===== config.mk =====
export PLATFORM = sky130hd
export DESIGN_NAME = memory_arbiter
export DESIGN_NICKNAME = d
export VERILOG_FILES = /design/src/rtl/memory_arbiter.sv
export SDC_FILE = /design/constraint.sdc
export NUM_CORES = 1
export LEC_CHECK = 0
export BUFFER_PORTS_ARGS = -buffer_cell sky130_fd_sc_hd__buf_4
export CAP_MARGIN = 20
export CORE_AREA = 3 3 116 118
export DETAILED_ROUTE_END_ITERATION = 10
export DIE_AREA = 0 0 119 121
export PLACE_DENSITY = 0.54
export SYNTH_ARGS = -nofsm -noshare
export SYNTH_HDL_FRONTEND = slang
export SYNTH_SLANG_ARGS = --single-unit

===== constraint.sdc =====
create_clock -name CLK -period 1.7 [get_ports CLK]
set_input_delay 0.085 -clock CLK [delete_from_list [all_inputs] [get_ports CLK]]
set_output_delay 0.085 -clock CLK [all_outputs]
set_load 0.02 [all_outputs]

===== src/rtl/memory_arbiter.sv =====
// memory_arbiter: shares one single-port RAM between instruction fetch and data access.
// Define MEMORY_ARBITER_LLSC_EN to enable the LL/SC link register.
module memory_arbiter #(
    parameter int ADDR_W     = 32,
    parameter int DATA_W     = 32,
    parameter int STARVE_MAX = 4
) (
    input  logic              CLK,
    input  logic              nRST,
    input  logic              iREN,
    input  logic [ADDR_W-1:0] iaddr,
    output logic              iwait,
    output logic [DATA_W-1:0] iload,
    input  logic              dREN,
    input  logic              dWEN,
    input  logic              datomic,
    input  logic [ADDR_W-1:0] daddr,
    input  logic [DATA_W-1:0] dstore,
    output logic              dwait,
    output logic [DATA_W-1:0] dload,
    input  logic              snoop_inv,
    input  logic [ADDR_W-1:0] snoop_addr,
    output logic              ramREN,
    output logic              ramWEN,
    output logic [ADDR_W-1:0] ramaddr,
    output logic [DATA_W-1:0] ramstore,
    input  logic [DATA_W-1:0] ramload,
    input  logic              ram_rdy
);
    localparam int CW = $clog2(STARVE_MAX + 1);
    typedef enum logic [1:0] {IDLE, DATA, INSTR} state_t;
    state_t r_state, w_next;
    logic [CW-1:0] r_starve_cnt;
    logic w_dreq, w_sat, w_forced, w_sc_ok, w_sc_fail;
    assign w_dreq = dREN | dWEN;
    assign w_sat = r_starve_cnt == CW'(STARVE_MAX);
    // Forcing only applies while a fetch is actually waiting, so data never deadlocks.
    assign w_forced = w_sat & iREN;
`ifdef MEMORY_ARBITER_LLSC_EN
    logic              r_link_valid;
    logic [ADDR_W-1:0] r_link_addr;
    logic w_link_hit, w_ll_done, w_clr;
    assign w_link_hit = r_link_valid && r_link_addr == daddr;
    assign w_sc_ok = dWEN & datomic & w_link_hit;
    assign w_sc_fail = dWEN & datomic & !w_link_hit;
    assign w_ll_done = r_state == DATA && dREN && !dWEN && datomic && ram_rdy;
    assign w_clr = (r_state == DATA && dWEN &&
                    (datomic ? (ram_rdy || !w_link_hit) : (ram_rdy && daddr == r_link_addr)))
                || (snoop_inv && snoop_addr == r_link_addr);
    always_ff @(posedge CLK) begin
        if (!nRST) begin
            r_link_valid <= 1'b0;
            r_link_addr  <= '0;
        end else if (w_ll_done) begin
            r_link_valid <= !(snoop_inv && snoop_addr == daddr);
            r_link_addr  <= daddr;
        end else if (w_clr) begin
            r_link_valid <= 1'b0;
        end
    end
`else
    logic w_unused;
    assign w_unused = ^{datomic, snoop_inv, snoop_addr};
    assign w_sc_ok = 1'b0;
    assign w_sc_fail = 1'b0;
`endif
    always_comb begin
        w_next   = r_state;
        ramREN   = 1'b0;
        ramWEN   = 1'b0;
        ramaddr  = daddr;
        ramstore = dstore;
        iload    = ramload;
        dload    = ramload;
        iwait    = iREN;
        dwait    = w_dreq;
        case (r_state)
            IDLE: w_next = (w_dreq && !w_forced) ? DATA : iREN ? INSTR : IDLE;
            DATA: begin
                if (!w_dreq) begin
                    w_next = IDLE;
                end else if (w_sc_fail) begin
                    dwait  = 1'b0;
                    dload  = '0;
                    w_next = IDLE;
                end else begin
                    ramWEN = dWEN;
                    ramREN = !dWEN;
                    dwait  = !ram_rdy;
                    dload  = w_sc_ok ? DATA_W'(1) : ramload;
                    w_next = ram_rdy ? IDLE : DATA;
                end
            end
            INSTR: begin
                if (!iREN) begin
                    w_next = IDLE;
                end else begin
                    ramaddr = iaddr;
                    ramREN  = 1'b1;
                    iwait   = !ram_rdy;
                    w_next  = ram_rdy ? IDLE : INSTR;
                end
            end
            default: w_next = IDLE;
        endcase
    end
    always_ff @(posedge CLK) begin
        if (!nRST) begin
            r_state      <= IDLE;
            r_starve_cnt <= '0;
        end else begin
            r_state <= w_next;
            if (r_state == IDLE && w_next == DATA)
                r_starve_cnt <= !iREN ? '0 : w_sat ? r_starve_cnt : r_starve_cnt + CW'(1);
            else if (r_state == IDLE && w_next == INSTR)
                r_starve_cnt <= '0;
        end
    end
endmodule


==> metrics, run 1 <==
CTS H-tree depth=1; Worst Hold Class=in2reg; Final Cycle Share=0.988; Slew @ Worst Pin=0.344 ns; DRC Markers=0; startpoint of the worst register-to-register path=r_starve_cnt[0]; vias in the first global route=1249; initial antenna violation count=0; Crit. Startpoint=r_state[0]; WP data required=around 1.6 ns; met2 WL=2850 um; Pwr Density=~450 nW/um^2; CP Launch Type=flip-flop; internal reg-to-reg setup slack=between 0.1 and 0.15 ns; # IOs=300; Seq/Total Area, Yosys=0.0667; fmax=0.595 GHz; Cell Count, Final, Fillers Out=370; CTS tree=built; final setup violation count=0; Filler cells=around 1400; commonest non-fill, non-tap cell in the layout=buf_4; Worst EP arrival=1.59 ns; PortBufs=105; CTS sink cnt=5; GP Congestion=between 0.7 and 0.8; most frequent cells in the layout=76 x buf_4, 32 x mux2_4, 32 x buf_6, 5 x inv_1, 5 x ha_1; remaining global-route overflow=0; crit path capture=ramaddr[15]; placed cell count=358; Max Cap Viol=0; synth warn=0; Area growth, synth to finish=51.6%; pin count of the biggest net entering global routing=9; nets=approximately 370; flops & latches, synth=5; Mapped Nets=353; CTS buffer count=3; share of the synthesized area in the top cell type=0.480; FF+latch area=103 sq um; Avg Inst Size Synth=~8.4 sq um; top cells by area in the synthesized netlist=buf_4 48%, mux2_1 24%, dfxtp_1 6.7%, ha_1 5.0%, inv_1 1.5%; Rows=about 40; HPWL after DPL=3720 um; root buffer cell=clkbuf_16; Leak=1.16 nW; met1 WL=1580 um; initial core utilization=0.119; CTS clk-pin slew, worst paths=0.03 ns; DIE AREA=14400 sq um; peak supply drop=211 uV; clock skew=0.000799 ns; layout cells sized above 1=0.783; first-pass GRT wire length=7000 um; CP max FO=8; outcome=finished, final reports clean; Synth cell types=28; Pwr Total=1.02 mW; drt total wl=5220 um; worst-skew pair later-pin latency=0.23 ns; Overall Global Routing Usage=0.0621; Slew Limit Fails=0; Final ANT Viol Nets=0; first-pass iteration count of the detailed router=2; Vias=1222; worst reg-to-reg path cell count=6; met3 WL=745 um; RSZ-0062 raised after global routing=yes; CP endpoint kind=output pin; Max-slew headroom=0.769; area of the multi-input gates=783 sq um; Mapped Cells=approximately 180; Die Y=~120 um; Core ar.=12600 sq um; Longest Clk Path Bufs=2; critical path class=reg2out; final hold violations=0; max layer used=met4; Die Wd=119 um; FF-to-FF End=r_starve_cnt[0]; ant diodes=0; vias per cell=3.30; setup_tns=0 ns; Mapped Area=approximately 1500 sq um; min cycle time layout=approximately 1.7 ns; largest area contributor in the synthesized netlist=buf_4; WL per Instance=approximately 14 um; Iteration-0 DRC Markers=12
-- timing repair --
action	4_1_cts	5_1_grt
hold buffers	0	0
gates resized for setup	37	37
setup endpoints to repair	32	25
pin swaps	1	2
setup buffers	4	1
cloned	3	0
-- critical path: stages (launching register included) --
cell	delay (ns)
dfxtp_2	0.32
inv_2	0.05
ha_4	0.16
nand2_4	0.10
buf_12	0.13
buf_12	0.13
mux2_4	0.32
buf_6	0.14
-- synth_stat cells --
master / n
nor4_1: 1
a31oi_1: 1
and2b_1: 1
and3b_1: 1
o21ai_1: 1
o2bb2ai_1: 1
and3_1: 1
a21boi_1: 2
o21ai_0: 1
a31o_1: 1
mux2i_1: 2
nand3b_1: 1
xor2_1: 1
buf_2: 3
dfxtp_1: 5
a21oi_1: 4
ha_1: 6
inv_1: 6
nor2b_1: 2
nand2_1: 3
nor3_1: 1
nand4b_1: 1
nor2_1: 2
o32ai_2: 1
buf_4: 96
mux2_1: 32
and2_1: 1
nand2b_1: 1
-- worst min path at each step --
stage                from            to  slack (ns)  cells past startpoint
6_report             nRST    r_state[1]        0.17                      3
5_1_grt        dstore[13]  ramstore[13]        0.17                      0
4_1_cts              nRST    r_state[1]        0.17                      3
3_5_place_dp   dstore[14]  ramstore[14]        0.17                      0
3_3_place_gp   dstore[14]  ramstore[14]        0.17                      0
2_1_floorplan        nRST    r_state[0]        0.24                      2
-- state kept, by name, summed over array words and instances (netlist names) --
name          count
r_state           2
r_starve_cnt      3
-- report_power, final --
group / internal (mW) / switching [mW]
combinational: 0.296 / 0.198
clock: 0.311 / 0.0837
sequential: 0.127 / 0.00667
total: 0.734 / 0.288
-- cell families after synthesis --
logic type | after synthesis | synth area share
compound gates | 12 | 0.0567
xor+xnor | 1 | 0.00583
fa+ha+maj | 6 | 0.0500
simple gates | 16 | 0.0625
buf+inv | 105 | 0.505
mux | 34 | 0.253
flops | 5 | 0.0667
-- through the flow --
stage               instance area, sq um  setup WS (ns)   util  hold WS (ns)
CTS                                 2130        -0.0341  0.169         0.169
finish                              2280         0.0202  0.181         0.167
detailed placement                  1790         0.0542  0.142         0.170
floorplan                           1500          0.206      -         0.242
global route                        2280        -0.0208  0.181         0.170
global placement                    1790         0.0896  0.142         0.170
-- final cells by class --
cell class | count | area share
Timing Repair Buffer | 114 | 0.472
Tap cell | 172 | 0.0946
Clock buffer | 4 | 0.0346
Inverter | 6 | 0.00990
Multi-Input combinational cell | 69 | 0.344
Sequential cell | 5 | 0.0451
-- layer usage --
layer | track usage | up-vias
met4 | 0.0159 | 0
li1 | - | 535
met3 | 0.0387 | 8
met5 | 0 | -
met1 | 0.0501 | 560
met2 | 0.123 | 119
Note: power is estimated with default switching activity, not from simulation.
==> inputs of run 2 (changes only) <==
--- a/config.mk
+++ b/config.mk
@@ -8,9 +8,11 @@
 export BUFFER_PORTS_ARGS = -buffer_cell sky130_fd_sc_hd__buf_4
 export CAP_MARGIN = 20
 export CORE_AREA = 3 3 116 118
+export CTS_CLUSTER_SIZE = 10
 export DETAILED_ROUTE_END_ITERATION = 10
 export DIE_AREA = 0 0 119 121
 export PLACE_DENSITY = 0.54
+export REMOVE_ABC_BUFFERS = 1
 export SYNTH_ARGS = -nofsm -noshare
 export SYNTH_HDL_FRONTEND = slang
 export SYNTH_SLANG_ARGS = --single-unit
==> run 2 against run 1 <==
- routed wire length grew to 2.8 times the previous value
- worst hold slack worse by 0.0055 ns
- setup slack improved by 0.017 ns
- clock skew up 0.00063 ns
- first-iteration DRC count rose to 3.3 times the previous value
- non-clock buffer count did not move
- clock-buffer cell count stayed put
- global-route usage increased by 13 points
- critical path depth stayed put
- sequential power hardly changed
- final area fell by 0.66%
- critical endpoint is now ramaddr[7]
- largest power group unchanged
==> metrics, run 2 (same netlist as run 1, synthesis figures left out) <==
final hold violations=0; Design Area, Final=roughly 2300 sq um; initial antenna violation count=0; Overall Global Routing Usage=0.189; Leak=1.13 nW; CTS buffer count=3; Longest Clk Path Bufs=2; # IOs=300; clock skew=0.00142 ns; CP max FO=8; CTS H-tree depth=1; fmax=0.601 GHz; Die Y=121 um; hold_buf cts=0; commonest non-fill, non-tap cell in the layout=buf_4; Die Wd=119 um; sequential share of power=0.133; Slew @ Worst Pin=0.339 ns; slowest CP cell=dfxtp_2; RSZ-0062 raised after global routing=yes; CP endpoint kind=output pin; Pwr Total=around 1 mW; nets=between 300 and 400; max FFs per register=3; CTS sink cnt=5; first-pass iteration count of the detailed router=4; Iteration-0 DRC Markers=39; WP data required=1.62 ns; root buffer cell=clkbuf_16; critical path class=reg2out; Worst path max stage delay=0.31 ns; Final ANT Viol Nets=0; net switching power figure=276 uW; PortBufs=105; critical path cell sequence=inv_2, ha_4, nand2_8, buf_12, buf_16, mux2_4, buf_6; Core ar.=approximately 13000 sq um; Worst Hold Class=in2reg; min cycle time layout=roughly 1.7 ns; Slew Limit Fails=0; Combinational Power Share=0.482; CTS tree=built; GP Congestion=0.828; Placed Instance Area=roughly 1800 sq um; Sw Share=0.275; drt total wl=14600 um; Rows=about 40; ant diodes=0; worst-skew pair later-pin latency=0.23 ns; Pwr Density=444 nW/um^2; initial core utilization=0.119; HPWL after DPL=13000 um; outcome=finished, final reports clean; Hold WS=around 0.16 ns; Area growth, synth to finish=50.6%; Max Cap Viol=0; final setup violation count=0; Internal=728 uW; layout cells sized above 1=0.783; peak supply drop=between 200 and 250 uV; Clk pwr share=0.385; pin count of the biggest net entering global routing=10; vias per cell=3.70; DIE AREA=14400 sq um; WL per Instance=39.4 um; biggest regs=r_starve_cnt: 3 flops, r_state: 2 flops; Worst EP arrival=between 1.5 and 2 ns; Final Cycle Share=0.978; remaining global-route overflow=0; Vias=1368; Max-slew headroom=0.772; Filler cells=1360; CP Launch Type=flip-flop; DRC Markers=0; Most flops, register=r_starve_cnt; CTS clk-pin slew, worst paths=0.03 ns; first-pass GRT wire length=around 17000 um; most frequent cells in the layout=78 x buf_4, 31 x buf_6, 29 x mux2_4, 5 x inv_1, 5 x ha_1; vias in the first global route=1379
run 2: cell counts in the layout (fill, tap and decap cells not counted):
Identical to the previous run, type by type.
run 2: worst paths after layout:
path                    from         endpoint  slack (ns)  depth (start not counted)
max               r_state[0]       ramaddr[7]        0.04                          7
min                     nRST       r_state[1]        0.16                          3
max reg2reg  r_starve_cnt[0]  r_starve_cnt[0]        0.16                          6
min reg2reg  r_starve_cnt[0]  r_starve_cnt[0]        0.48                          1
run 2: power groups by stage:
| stage | Sequential (mW) | Clock (mW) | Combinational, mW |
|---|---|---|---|
| after floorplan | 0.133 | 0 | 0.162 |
| after global placement | 0.134 | 0 | 0.380 |
| after detailed placement | 0.135 | 0 | 0.384 |
| after CTS | 0.134 | 0.395 | 0.432 |
| after global routing | 0.135 | 0.400 | 0.513 |
| final | 0.134 | 0.386 | 0.484 |
run 2: worst max-delay path: cells and delay by family (launching register included):
family	cells	cell delay, ns
buf+inv	4	0.48
flops	1	0.31
mux	1	0.31
fa+ha+maj	1	0.18
simple gates	1	0.07
run 2: area by class of cell:
cell class / count / area (sq um) / area share
repair buffers: 114 / 1060 / 0.468
inverters: 6 / 22.5 / 0.00996
flip-flops and latches: 5 / 103 / 0.0454
clock buffers: 4 / 78.8 / 0.0349
well taps: 172 / 215 / 0.0952
multi-input cells: 69 / 785 / 0.347
run 2: layer usage:
layer | track usage | up-vias | wire length (um)
li1 | - | 531 | -
met2 | 0.359 | 216 | 7810
met5 | 0.0588 | - | 107
met3 | 0.227 | 23 | 3610
met4 | 0.0290 | 4 | 221
met1 | 0.103 | 594 | 2820
run 2: per-stage QoR:
stage	instances	setup slack, ns	TNS (ns)	util
floorplan	80	-0.206	-6.70	-
global placement	358	0.0780	0	0.142
detailed placement	358	0.0482	0	0.142
CTS	370	-0.0196	-0.0400	0.167
global route	370	-0.0149	-0.163	0.180
finish	370	0.0374	0	0.180
run 2: repair_timing:
item	4_1_cts	5_1_grt
pin swaps	1	0
cloned	3	0
resized for setup	31	45
setup buffers	5	1
endpoints found under the setup margin	32	32
